### src/rtl/ex_mem.sv
// EX/MEM pipeline register: carries execute results into the memory stage and
// feeds the madd/msub partial product and cycle counter back to execute.
module ex_mem (
  input  logic        clk,
  input  logic        rst,
  input  logic [4:0]  ex_wd,
  input  logic        ex_wreg,
  input  logic [31:0] ex_wdata,
  input  logic [31:0] ex_hi,
  input  logic [31:0] ex_lo,
  input  logic        ex_whilo,
  input  logic [7:0]  ex_aluop,
  input  logic [31:0] ex_mem_addr,
  input  logic [31:0] ex_reg2,
  input  logic        ex_cp0_reg_we,
  input  logic [4:0]  ex_cp0_reg_write_addr,
  input  logic [31:0] ex_cp0_reg_data,
  input  logic [31:0] ex_excepttype,
  input  logic        ex_is_in_delayslot,
  input  logic [31:0] ex_current_inst_address,
  input  logic [5:0]  stall,
  input  logic        flush,
  input  logic [63:0] hilo_i,
  input  logic [1:0]  cnt_i,
  output logic [4:0]  mem_wd,
  output logic        mem_wreg,
  output logic [31:0] mem_wdata,
  output logic [31:0] mem_hi,
  output logic [31:0] mem_lo,
  output logic        mem_whilo,
  output logic [7:0]  mem_aluop,
  output logic [31:0] mem_mem_addr,
  output logic [31:0] mem_reg2,
  output logic        mem_cp0_reg_we,
  output logic [4:0]  mem_cp0_reg_write_addr,
  output logic [31:0] mem_cp0_reg_data,
  output logic [31:0] mem_excepttype,
  output logic        mem_is_in_delayslot,
  output logic [31:0] mem_current_inst_address,
  output logic [63:0] hilo_o,
  output logic [1:0]  cnt_o
);

  typedef struct packed {
    logic [4:0]  wd;
    logic        wreg;
    logic [31:0] wdata;
    logic [31:0] hi;
    logic [31:0] lo;
    logic        whilo;
    logic [7:0]  aluop;
    logic [31:0] mem_addr;
    logic [31:0] reg2;
    logic        cp0_we;
    logic [4:0]  cp0_waddr;
    logic [31:0] cp0_data;
    logic [31:0] excepttype;
    logic        dslot;
    logic [31:0] pc;
  } stage_t;

  stage_t ex_s, mem_q;

  // Only the execute and memory stall bits matter to this register.
  logic unused_stall;
  assign unused_stall = ^{stall[5], stall[2:0]};

  assign ex_s = {ex_wd, ex_wreg, ex_wdata, ex_hi, ex_lo, ex_whilo, ex_aluop,
                 ex_mem_addr, ex_reg2, ex_cp0_reg_we, ex_cp0_reg_write_addr,
                 ex_cp0_reg_data, ex_excepttype, ex_is_in_delayslot,
                 ex_current_inst_address};

  assign {mem_wd, mem_wreg, mem_wdata, mem_hi, mem_lo, mem_whilo, mem_aluop,
          mem_mem_addr, mem_reg2, mem_cp0_reg_we, mem_cp0_reg_write_addr,
          mem_cp0_reg_data, mem_excepttype, mem_is_in_delayslot,
          mem_current_inst_address} = mem_q;

  always_ff @(posedge clk) begin
    if (rst || flush) begin
      mem_q  <= '0;
      hilo_o <= '0;
      cnt_o  <= 2'b00;
    end else if (!stall[3]) begin
      // stall[4] without stall[3] is illegal upstream and lands here as advance.
      mem_q  <= ex_s;
      hilo_o <= '0;
      cnt_o  <= 2'b00;
    end else if (!stall[4]) begin
      // Bubble into memory while execute keeps iterating its madd/msub.
      mem_q  <= '0;
      hilo_o <= hilo_i;
      cnt_o  <= cnt_i;
    end
  end

endmodule

### config.mk
export PLATFORM = sky130hd
export DESIGN_NAME = ex_mem
export DESIGN_NICKNAME = d
export VERILOG_FILES = /design/src/rtl/ex_mem.sv
export SDC_FILE = /design/constraint.sdc
export NUM_CORES = 1
export LEC_CHECK = 0
export BUFFER_PORTS_ARGS = -buffer_cell sky130_fd_sc_hd__buf_2
export CORE_AREA = 5 5 270 272
export DETAILED_ROUTE_END_ITERATION = 10
export DIE_AREA = 0 0 275 277
export SYNTH_ARGS = -nofsm -noshare
export SYNTH_HDL_FRONTEND = slang
export SYNTH_SLANG_ARGS = --single-unit
### constraint.sdc
create_clock -name clk -period 1.9 [get_ports clk]
set_clock_uncertainty 0.1 [all_clocks]
set_input_delay 0.475 -clock clk [delete_from_list [all_inputs] [get_ports clk]]
set_output_delay 0.475 -clock clk [all_outputs]
set_load 0.1 [all_outputs]
==> results.cfg <==
[place]
placed_area_um2 = 17800
numPortBuffers = 692
dp_hpwl_um = 35700
placedCellCount = 3017
place_congestion = 0.813

[sta]
period_share_pct = 96.0
period_minus_slack_ns = 1.82
rsz0062_at_grt = false
finalSetupViolCount = 0
relSlewSlack_pct = 77.9
fmax_mhz = 548
finalHoldViolations = 0
finalSetupTns_ns = 0
max_slew.worst_pin.slew_ns = 0.331
drv_slew = 0

[pwr]
max-vdd-ir-drop_mv = 0.687
power_density_nw_per_um2 = 919
p_total_w = 0.0183
p_leak_nw = 8.58

[yosys]
syn_inst = 1450
async_flop_share_pct = 0
synth.area.top_cells = dfxtp_1 53%, nand2b_1 13%, a21oi_1 11%
synth_area_um2 = 12900
synthFlopType = dfxtp_1
ys_types = 13
yosys-top-cells-count = 344 x dfxtp_1, 278 x a21oi_1, 278 x nand2b_1, 278 x nand3_1, 100 x clkbuf_1
ys_warn_count = 0
syn_area_per_cell_um2 = 8.91
synth.yosys.seq_area_share_pct = 53.3
ys_ff_latch = 344
syn_nets = 1803
synth_area_leader_cell = dfxtp_1
synth_edf_count = 0
yosysMostFrequentCell = dfxtp_1
yosys.area.top_type_share_pct = 53.3

[global_route]
grt_pass1_wl_um = 70800
grt_max_degree = 72
antenna_found_initial = 6
grtUsageTotal_pct = 11.6
grt_pass1_vias = 12398
overflow = 0

[floorplanning]
io_pins = 697
die_width_um = 275
dieArea_um2 = 76200
start_util_pct = 18.3
rows = 98
core_um2 = 70500
fp.dieH_um = 277

[route]
dr_wl_met3_um = 4990
wirelength_um = 48400
drt_iter0_drc = 609
wl_met1_um = 18400
drtPass1Iterations = 6
viasPerCell = 4.11
wl_per_cell_um = 15.6
drc = 0
route.met2.wl_um = 23500
top_layer_used = met5
antenna_left = 0
vias = 12711

[critical_path]
worstPathCellList = buf_4
worst_setup_path_start_kind = flip-flop
crit_type = reg2out
worstPathMaxFanout = 2
cpMaxStageDelayCell = dfxtp_1
worstSetupEndpointType = output pin
critical_path.top_delay_family = flip-flops
cp.required_ns = 1.32
cp_slowest_stage_delay_ns = 0.38
arrival_ns = 1.25
path_buf_inv = 1

[cts]
cts_buffer_depth = 3
htree_levels = 2
root_buffer = clkbuf_16
insertion_delay_ns = 0.54
clock_sinks = 344
path_clk_slew_ns = 0.06
postCtsSetupRepairBufs = 0
cts_tree = done
cts_made_buffers = 40

[run]
cap_viol_max_count = 0

[worst_hold_path]
hold_class = in2reg

[layout]
largest_reg_flops = 64
nets = 2464
top_register = hilo_o
fillers = 7564
final_cells = 3094
design_area_um2 = 20000
syn_to_final_growth_pct = 54.5
drive_gt1_share_pct = 38.3

[outcome]
status = finished clean
-- logic make-up after synthesis --
logic type,Yosys count,share of synthesized area [%]
AO/OA/AOI/OAI,278,10.8
buffers and inverters,138,4.52
flip-flops,344,53.3
multiplexers,66,5.11
AND/OR/NAND/NOR,624,26.3
-- per-stage QoR --
step                hold slack [ns]  setup slack (ns)  util, %
global route                 0.0293           0.00404     28.3
finish                       0.0613            0.0763     28.3
CTS                        0.000411            0.0211     28.3
detailed placement            0.369             0.219     25.2
floorplan                     0.519             0.368        -
global placement              0.363             0.246     25.2
-- worst reg2reg max path: cells and delay by family (launching register included) --
family          cells  cell delay (ns)
flops               1             0.39
compound gates      1             0.17
simple gates        1             0.09
-- worst paths after layout --
| check | cells after the start | slack [ns] | start | endpoint |
|---|---|---|---|---|
| worst max-delay path | 1 | 0.08 | mem_aluop[7] | mem_aluop[7] |
| worst min-delay path | 3 | 0.06 | hilo_i[37] | hilo_o[37] |
| worst max register to register | 2 | 1.08 | mem_reg2[25] | mem_reg2[25] |
| worst min register to register | 2 | 0.38 | mem_lo[9] | mem_lo[9] |
-- cells in the final DEF, fill, tap and decap left out --
cell / count
buf_4: 384
nand2b_1: 278
or3b_2: 1
or2_4: 1
bufinv_16: 1
dfxtp_1: 344
clkbuf_8: 11
clkbuf_1: 9
inv_6: 2
clkinv_2: 5
clkbuf_16: 41
diode_2: 4
buf_2: 346
mux2i_1: 66
nand3_1: 278
dlygate4sd3_1: 2
buf_12: 23
clkinvlp_4: 2
buf_8: 2
nor2_1: 66
a21oi_1: 278
-- metal layers --
metal  vias to the layer above  track usage (%)
li1                       6237                -
met1                      5876             12.9
met2                       504             20.1
met3                        90             4.43
met4                         4             3.99
met5                         -                0
-- cell type report --
class	instances	area [um2]	share of cell area, %
flip-flops and latches	344	6890	34.5
multi-input cells	968	5450	27.3
repair buffers	757	5120	25.7
clock buffers	61	1210	6.07
well taps	950	1190	5.96
clock inverters	10	87.6	0.439
diodes	4	10.0	0.0502
-- what timing repair did --
item | in CTS | in global routing
hold buffers | 2 | 0
endpoints found under the hold margin | 2 | 0
resized for setup | 343 | 0
endpoints found under the setup margin | 343 | 0
-- where the power goes --
part	switching [W]	internal (W)	leakage [nW]
Sequential	0.000107	0.00741	2.80
Combinational	0.00227	0.000928	5.14
Clock	0.00310	0.00452	0.638
Power figures use the tool's default switching activity.
